## src/rtl/sram_bus_arbiter_pkg.sv

```systemverilog
// Shared types and widths for the SRAM-like bus arbiter that merges the IF and MEM masters.
package sram_bus_arbiter_pkg;

    localparam int unsigned ADDR_W = 32;
    localparam int unsigned DATA_W = 32;
    localparam int unsigned STRB_W = 4;
    localparam int unsigned SIZE_W = 2;

    typedef enum logic {
        ID_INST = 1'b0,
        ID_DATA = 1'b1
    } arb_id_e;

    // Request payload of one master; the granted one is forwarded to the memory port.
    typedef struct packed {
        logic              wr;
        logic [SIZE_W-1:0] size;
        logic [ADDR_W-1:0] addr;
        logic [STRB_W-1:0] wstrb;
        logic [DATA_W-1:0] wdata;
    } sram_req_t;

endpackage

```

## src/rtl/sram_bus_arbiter_id_fifo.sv

```systemverilog
// In-order FIFO of issuer IDs for transactions accepted by the memory but not yet answered.
module arb_id_fifo #(
    parameter int unsigned DEPTH = 2
) (
    input  logic clk,
    input  logic resetn,
    input  logic push_i,
    input  logic din_i,
    input  logic pop_i,
    output logic full_o,
    output logic empty_o,
    output logic head_o
);

    localparam int unsigned PTR_W = (DEPTH > 1) ? $clog2(DEPTH) : 1;
    localparam int unsigned CNT_W = $clog2(DEPTH) + 1;

    logic [DEPTH-1:0] mem_q, mem_d;
    logic [PTR_W-1:0] wr_ptr_q, wr_ptr_d;
    logic [PTR_W-1:0] rd_ptr_q, rd_ptr_d;
    logic [CNT_W-1:0] count_q, count_d;
    logic             do_push, do_pop;

    assign full_o  = (count_q == CNT_W'(DEPTH));
    assign empty_o = (count_q == '0);
    assign head_o  = mem_q[rd_ptr_q];
    assign do_push = push_i && !full_o;
    assign do_pop  = pop_i && !empty_o;

    always_comb begin
        mem_d    = mem_q;
        wr_ptr_d = wr_ptr_q;
        rd_ptr_d = rd_ptr_q;
        count_d  = count_q;
        if (do_push) begin
            mem_d[wr_ptr_q] = din_i;
            wr_ptr_d = (wr_ptr_q == PTR_W'(DEPTH - 1)) ? '0 : wr_ptr_q + PTR_W'(1);
        end
        if (do_pop) begin
            rd_ptr_d = (rd_ptr_q == PTR_W'(DEPTH - 1)) ? '0 : rd_ptr_q + PTR_W'(1);
        end
        // Simultaneous push and pop leaves the occupancy unchanged.
        case ({do_push, do_pop})
            2'b10:   count_d = count_q + CNT_W'(1);
            2'b01:   count_d = count_q - CNT_W'(1);
            default: count_d = count_q;
        endcase
    end

    always_ff @(posedge clk) begin
        if (!resetn) begin
            mem_q    <= '0;
            wr_ptr_q <= '0;
            rd_ptr_q <= '0;
            count_q  <= '0;
        end else begin
            mem_q    <= mem_d;
            wr_ptr_q <= wr_ptr_d;
            rd_ptr_q <= rd_ptr_d;
            count_q  <= count_d;
        end
    end

endmodule

```

## src/rtl/sram_bus_arbiter.sv

```systemverilog
// Shares one SRAM-like port between the inst and data masters: data-first grant with an
// anti-starvation limit, handshake lock, and in-order routing of responses via an ID FIFO.
module sram_bus_arbiter
    import sram_bus_arbiter_pkg::*;
#(
    parameter int unsigned MAX_OUTSTANDING = 2,
    parameter int unsigned STARVE_LIMIT    = 4
) (
    input  logic              clk,
    input  logic              resetn,
    input  logic              inst_req,
    input  logic              inst_wr,
    input  logic [SIZE_W-1:0] inst_size,
    input  logic [ADDR_W-1:0] inst_addr,
    input  logic [STRB_W-1:0] inst_wstrb,
    input  logic [DATA_W-1:0] inst_wdata,
    output logic              inst_addr_ok,
    output logic              inst_data_ok,
    output logic [DATA_W-1:0] inst_rdata,
    input  logic              data_req,
    input  logic              data_wr,
    input  logic [SIZE_W-1:0] data_size,
    input  logic [ADDR_W-1:0] data_addr,
    input  logic [STRB_W-1:0] data_wstrb,
    input  logic [DATA_W-1:0] data_wdata,
    output logic              data_addr_ok,
    output logic              data_data_ok,
    output logic [DATA_W-1:0] data_rdata,
    output logic              mem_req,
    output logic              mem_wr,
    output logic [SIZE_W-1:0] mem_size,
    output logic [ADDR_W-1:0] mem_addr,
    output logic [STRB_W-1:0] mem_wstrb,
    output logic [DATA_W-1:0] mem_wdata,
    input  logic              mem_addr_ok,
    input  logic              mem_data_ok,
    input  logic [DATA_W-1:0] mem_rdata
);

    localparam int unsigned STARVE_W = $clog2(STARVE_LIMIT + 1);

    arb_id_e             grant;
    arb_id_e             locked_id_q, locked_id_d;
    arb_id_e             head_id;
    logic                lock_q, lock_d;
    logic [STARVE_W-1:0] starve_q, starve_d;
    logic                starve_hit;
    logic                granted_req;
    logic                accept;
    logic                resp;
    logic                fifo_full, fifo_empty, fifo_head;
    sram_req_t           inst_pl, data_pl, mem_pl;

    assign inst_pl = {inst_wr, inst_size, inst_addr, inst_wstrb, inst_wdata};
    assign data_pl = {data_wr, data_size, data_addr, data_wstrb, data_wdata};

    // Grant: a pending handshake keeps its master; otherwise data wins unless inst is starved.
    always_comb begin
        starve_hit = inst_req && (starve_q == STARVE_W'(STARVE_LIMIT));
        if (!resetn) begin
            grant = ID_INST;
        end else if (lock_q) begin
            grant = locked_id_q;
        end else if (data_req && !starve_hit) begin
            grant = ID_DATA;
        end else begin
            grant = ID_INST;
        end
    end

    assign granted_req = (grant == ID_DATA) ? data_req : inst_req;
    assign mem_pl      = (grant == ID_DATA) ? data_pl : inst_pl;
    assign mem_req     = resetn && granted_req && !fifo_full;
    assign mem_wr      = mem_pl.wr;
    assign mem_size    = mem_pl.size;
    assign mem_addr    = mem_pl.addr;
    assign mem_wstrb   = mem_pl.wstrb;
    assign mem_wdata   = mem_pl.wdata;

    assign accept       = mem_req && mem_addr_ok;
    assign inst_addr_ok = accept && (grant == ID_INST);
    assign data_addr_ok = accept && (grant == ID_DATA);

    // A response with nothing outstanding is dropped rather than misrouted.
    assign head_id      = arb_id_e'(fifo_head);
    assign resp         = resetn && mem_data_ok && !fifo_empty;
    assign inst_data_ok = resp && (head_id == ID_INST);
    assign data_data_ok = resp && (head_id == ID_DATA);
    assign inst_rdata   = mem_rdata;
    assign data_rdata   = mem_rdata;

    arb_id_fifo #(
        .DEPTH (MAX_OUTSTANDING)
    ) u_id_fifo (
        .clk     (clk),
        .resetn  (resetn),
        .push_i  (accept),
        .din_i   (grant == ID_DATA),
        .pop_i   (resp),
        .full_o  (fifo_full),
        .empty_o (fifo_empty),
        .head_o  (fifo_head)
    );

    always_comb begin
        lock_d      = lock_q;
        locked_id_d = locked_id_q;
        starve_d    = starve_q;
        if (accept) begin
            lock_d = 1'b0;
        end else if (mem_req) begin
            lock_d      = 1'b1;
            locked_id_d = grant;
        end
        // Starvation counts data accepts made while inst waits; saturates at the limit.
        if (!inst_req) begin
            starve_d = '0;
        end else if (accept && (grant == ID_INST)) begin
            starve_d = '0;
        end else if (accept && (starve_q != STARVE_W'(STARVE_LIMIT))) begin
            starve_d = starve_q + STARVE_W'(1);
        end
    end

    always_ff @(posedge clk) begin
        if (!resetn) begin
            lock_q      <= 1'b0;
            locked_id_q <= ID_INST;
            starve_q    <= '0;
        end else begin
            lock_q      <= lock_d;
            locked_id_q <= locked_id_d;
            starve_q    <= starve_d;
        end
    end

    always_ff @(posedge clk) begin
        if (resetn && mem_data_ok) begin
            assert (!fifo_empty)
                else $error("sram_bus_arbiter: mem_data_ok with no outstanding transaction");
        end
    end

endmodule

```

## config.mk

```make
export PLATFORM = sky130hd
export DESIGN_NAME = sram_bus_arbiter
export DESIGN_NICKNAME = d
export VERILOG_FILES = /design/src/rtl/sram_bus_arbiter_pkg.sv /design/src/rtl/sram_bus_arbiter_id_fifo.sv /design/src/rtl/sram_bus_arbiter.sv
export SDC_FILE = /design/constraint.sdc
export NUM_CORES = 1
export LEC_CHECK = 0
export BUFFER_PORTS_ARGS = -buffer_cell sky130_fd_sc_hd__buf_2
export CORE_AREA = 2 2 125 127
export CTS_CLUSTER_DIAMETER = 120
export DETAILED_ROUTE_END_ITERATION = 7
export DIE_AREA = 0 0 127 129
export GPL_ROUTABILITY_DRIVEN = 0
export GPL_TIMING_DRIVEN = 0
export MAX_ROUTING_LAYER = met4
export PLACE_DENSITY = 0.42
export SETUP_SLACK_MARGIN = 0.02
export SLEW_MARGIN = 10
export SYNTH_ARGS = -nofsm -noshare
export SYNTH_HDL_FRONTEND = slang
export SYNTH_SLANG_ARGS = --single-unit
```

## constraint.sdc

```tcl
create_clock -name clk -period 2.1 [get_ports clk]
set_input_delay 0.105 -clock clk [delete_from_list [all_inputs] [get_ports clk]]
set_output_delay 0.105 -clock clk [all_outputs]
set_load 0.05 [all_outputs]
```

Word-level counts from Yosys, hierarchy flattened
Cells that the tools add are included.

cells by class
  add/subtract/negate cells = 5
  $lt $le $gt $ge = 3
  equality and inequality tests = 5
  multiplexer cells = 13
  bitwise operators = 5
  reduce and logical (&&, ||, !) cells = 23

operator list
  kind                                                      count
  2-to-1 mux 71 bit                                         1
  logical AND 1 bit                                         15
  2-to-1 mux 1 bit                                          9
  inverter 1 bit                                            5
  equality test 2 bit, second input constant                2
  < comparator 1 x 2 -> 1 bit, second input constant        2
  one-hot mux 2 bit (2 select lines)                        1
  adder 3 x 1 -> 3 bit, second input constant               1
  equality test 3 bit, second input constant                1
  zero test 1 bit                                           3
  inequality test 3 bit, second input constant              1
  OR reduction 3 bit                                        1
  adder 1 bit, second input constant                        2
  adder 2 x 1 -> 2 bit, second input constant               1
  bitwise mux 2 bit                                         1
  equality test 2 x 1 -> 1 bit, second input constant       1
  zero test 2 bit                                           1
  AND reduction 2 bit                                       1
  nonzero test 2 bit                                        1
  OR reduction 2 bit                                        1
  subtractor 2 x 1 -> 2 bit, second input constant          1
  demux 1 bit (select 1 bit)                                1
  greater-or-equal comparator 1 bit, second input constant  1

storage, ports and cells
  register bits = 11
  input bits = 180
  output and inout port bits = 140

Longest topological paths before layout
  depth in word-level cells = 14
  depth in mapped cells = 8
  gate-level depth less buffers = 7

Cells and area by module
From an unflattened synthesis, not the netlist that was laid out.

second synthesis, totals
  cells, all modules = 223
  area, all modules = 2038.2 um2

modules (own cells, without submodules)
  module            instances  cells each  area each (um2)
  sram_bus_arbiter  1          192         1745.4
  arb_id_fifo       1          31          292.8

Least setup slack after synthesis
No wires, ideal clock.

  path type = register to output
  from = register starve_q[0]
  to = output data_addr_ok
  arrival = 1862 ps
  required time = 1995 ps
  setup slack = 133 ps
  stages on the path, launching flop included = 9
  cells stage by stage = dfxtp_1 -> inv_1 -> ha_1 -> nand3_1 -> a22o_2 -> nand2_2 -> buf_8 -> buf_6 -> nor2_1

on the way
  word-level cells in the longest chain between the ends = 12

RTL lines
  item                            line                     source
  start: declaration              sram_bus_arbiter.sv:46   logic [STARVE_W-1:0] starve_q, starve_d;
  start signal: assignment        sram_bus_arbiter.sv:133  starve_q <= starve_d;
  equality test 3 bit (*)         sram_bus_arbiter.sv:59   starve_hit = inst_req && (starve_q == STARVE_W'(STARVE_LIMIT));
  logical AND 1 bit (*)           sram_bus_arbiter.sv:59
  zero test 1 bit (*)             sram_bus_arbiter.sv:64   end else if (data_req && !starve_hit) begin
  logical AND 1 bit (*)           sram_bus_arbiter.sv:64
  2-to-1 mux 1 bit (*)            sram_bus_arbiter.sv:64
  2-to-1 mux 1 bit (*)            sram_bus_arbiter.sv:62   end else if (lock_q) begin
  2-to-1 mux 1 bit (*)            sram_bus_arbiter.sv:60   if (!resetn) begin
  2-to-1 mux 1 bit                sram_bus_arbiter.sv:71   assign granted_req = (grant == ID_DATA) ? data_req : inst_req;
  logical AND 1 bit (2 in a row)  sram_bus_arbiter.sv:73   assign mem_req = resetn && granted_req && !fifo_full;
  logical AND 1 bit               sram_bus_arbiter.sv:80   assign accept = mem_req && mem_addr_ok;
  logical AND 1 bit (*)           sram_bus_arbiter.sv:82   assign data_addr_ok = accept && (grant == ID_DATA);
  end: declaration                sram_bus_arbiter.sv:26   output logic data_addr_ok,

Every way passes the cells marked *; elsewhere a longest branch is shown, timed or not.

Worst setup path in the final report
  from = register starve_q[0]
  to = output mem_wdata[5]

on the way
  word-level cells in the longest chain between the ends = 8

RTL lines
  item                 line                    source
  equality test 3 bit  sram_bus_arbiter.sv:59
  logical AND 1 bit    sram_bus_arbiter.sv:59
  zero test 1 bit      sram_bus_arbiter.sv:64
  logical AND 1 bit    sram_bus_arbiter.sv:64
  2-to-1 mux 1 bit     sram_bus_arbiter.sv:64
  2-to-1 mux 1 bit     sram_bus_arbiter.sv:62
  2-to-1 mux 1 bit     sram_bus_arbiter.sv:60
  2-to-1 mux 71 bit    sram_bus_arbiter.sv:72  assign mem_pl = (grant == ID_DATA) ? data_pl : inst_pl;
  end: declaration     sram_bus_arbiter.sv:34  output logic [DATA_W-1:0] mem_wdata,

No other way between the ends.

==> flow_metrics.tcl <==
set metrics [dict create \
    yosysWarnings 0 \
    netlist_area_um2 2260 \
    routed_wl_um 11000 \
    path_cells "inv_2 > ha_4 > nand3_2 > a22o_4 > nand2_4 > buf_6 > buf_12 > buf_12 > mux2_4 > buf_6" \
    port_buffers 287 \
    fillers 1590 \
    drt_first_pass_iters 5 \
    synth_xor_area_share_pct 1.16 \
    worst_pin_slew_ns 0.361 \
    max_stage_delay_ns 0.32 \
    powerDensity_nw_per_um2 486 \
    synthAdderAreaFrac_pct 1.66 \
    yosys-top-cells-count "buf_4 (64), mux2_4 (57), mux2_1 (14)" \
    start_kind "flop" \
    period_needed_ns 2.14 \
    drv_slew 0 \
    ys_ff_latch 11 \
    overflow 0 \
    start_util_pct 15.1 \
    ant_nets 0 \
    htreeDepth 1 \
    violations "negative setup slack" \
    grt_usage_pct 11.9 \
    setup_slack_ns -0.0421 \
    max_cap_viol_count 0 \
    slew_headroom_pct 75.8 \
    clock_sinks 11 \
    ys_seq_area_share_pct 9.76 \
    cts_tree "built" \
    antenna_found_initial 0 \
    status "complete, but fails checks" \
    wl_per_cell_um 15.5 \
    synth_most_common_cell "buf_4" \
    finalPower_uw 2300 \
    stdcell_count 713 \
    die_area_um2 16400 \
    clockBufferDepth 2 \
    fmax_ghz 0.467 \
    vias 2747 \
    synth_area_leader_cell "mux2_4" \
    remaining_drc_errors 0 \
    dp.cells 694 \
    grt_pass1_wl_um 15100 \
    antenna_cells 0 \
    placed_cell_area_um2 3930 \
    async_reset_ff_share_pct 0 \
    cts_root_buf "clkbuf_16" \
    arrival_ns 2.04 \
    die_w_um 127 \
    worst-setup-path-type "reg -> out" \
    synth.top_cell.area_share_pct 37.9 \
    clock_latency_ns 0.23 \
    postLayoutCoreUtil_pct 31.6 \
    core_area_um2 15000 \
    cts_made_buffers 3 \
    synthCells 219 \
    muxShareOfSynthArea_pct 46.3 \
    ys_types 41 \
    hpwl_um 9090 \
    cpLargestDelayFamily "buffers and inverters" \
    cp_data_required_time_ns 2.00 \
    synth_nets 402 \
    peakVddDrop_uv 397 \
    synth_compound_gate_area_share_pct 7.15 \
    stdcell_area_um2 4740 \
    clkSlewWorstSetupHoldPaths_ns 0.04 \
    rsz0062_at_grt "yes" \
    grt_pass1_vias 2732 \
    finalNetCount 709 \
    p_leak_uw 0.00268 \
    yosys-top-cells-area "mux2_4 (38%), buf_4 (21%), dfxtp_1 (9.8%), mux2_1 (7.0%), buf_8 (4.0%)" \
    layout-drive-gt1-share_pct 86.9 \
    crit_fanout 10 \
    grt_max_degree 11 \
    crit_path_end_kind "output port" \
    vias_per_cell 3.85 \
    num_rows 45 \
    path_buf_inv 5 \
    synth.avg_cell_area_um2 10.3 \
    area_growth_pct 110 \
    final_hold_viol_count 0 \
    dieHeight_um 129 \
    slowest_stage "mux2_4" \
    hold_path_class "in -> reg" \
    clock_skew_ns 0.000355 \
    ios 320 \
    synth_top_family_by_area "multiplexers" \
    tns_ns -0.995 \
    finalCritPeriodShare_pct 102 \
    drt-initial-drc-count 113 \
    finalSetupViolations 49 \
    synth-edff-count 0 \
    yosys.area_share.simple_pct 6.93 \
    ys.flop_type "dfxtp_1" \
]
-- metal layers --
layer / track usage [%] / share of wire, % / up-vias / routed length (um)
li1: - / - / 1322 / -
met1: 14.9 / 41 / 1289 / 4500
met2: 20.6 / 52 / 124 / 5700
met3: 2.12 / 6.4 / 12 / 706
met4: 1.68 / 1.0 / 0 / 112
met5: - / 0 / - / 0
-- logic make-up (layout without fill, tap and decap cells) --
group                      count (synthesis)  count (layout)
buffers and inverters                     78             384
adders and majority gates                  3               3
xor gates and xnor gates                   3               3
AOI/OAI and AO/OA                         23              23
muxes                                     74              74
and+or+nand+nor                           27              27
DFF                                       11              11
-- report_power, final --
group | switching (uW) | total, uW | internal (uW)
Clock | 93.2 | 348 | 255
Sequential | 14.3 | 235 | 221
Combinational | 998 | 1720 | 722
Total | 1110 | 2300 | 1200
-- placed cells by master (no fill, tap or decap), types with 2 or more instances in the layout --
cell type	n
buf_16	2
buf_4	86
mux2_1	9
buf_12	7
nor2_1	4
o21ai_0	4
inv_2	2
nand2_1	5
a21oi_1	6
dfxtp_2	3
buf_2	216
mux2i_1	3
dfxtp_1	8
nor2b_1	2
inv_1	2
nand3_1	2
clkbuf_16	4
buf_8	9
mux2_4	61
xor2_1	2
buf_6	55
ha_1	2
a31oi_1	2
nand2b_1	2
-- final cells by class --
class,instances,area [um^2],area share (%)
Clock buffer,4,78.8,1.66
Tap cell,188,235,4.97
Multi-Input combinational cell,130,1480,31.3
Inverter,4,15.0,0.317
Sequential cell,11,224,4.73
Timing Repair Buffer,303,2070,43.7
Buffer,73,633,13.4
-- registers in the layout, indices dropped and copies added (netlist names) --
name                flops
lock_q                  1
starve_q                3
u_id_fifo.count_q       2
locked_id_q             1
u_id_fifo.mem_q         2
u_id_fifo.rd_ptr_q      1
u_id_fifo.wr_ptr_q      1
-- worst min-delay path: stages --
cell and delay, ns:
buf_2 0.14, nand2_1 0.12, nor3_1 0.05
-- path summary, 6_finish.rpt --
path,start,endpoint,slack [ns],cells past startpoint
worst max-delay path,starve_q[0],mem_wdata[5],-0.04,10
worst min-delay path,inst_req,starve_q[2],0.23,3
worst max register to register,locked_id_q,u_id_fifo.count_q[1],0.09,6
worst min register to register,u_id_fifo.mem_q[0],u_id_fifo.mem_q[0],0.46,2
-- through the flow --
step	setup WS [ns]	hold slack, ns
CTS	-0.0910	0.221
global route	-0.120	0.237
floorplan	0.133	0.269
detailed placement	-0.0282	0.464
global placement	-0.0383	0.453
finish	-0.0421	0.230
-- what timing repair did --
| action | in CTS | in global routing |
|---|---|---|
| resized for setup | 168 | 9 |
| pin swaps | 3 | 3 |
| hold buffers | 0 | 0 |
| buffers inserted | 10 | 3 |
| gates cloned | 3 | 1 |
| setup endpoints to repair | 73 | 74 |
No activity file was read; power rests on OpenSTA's default activity.
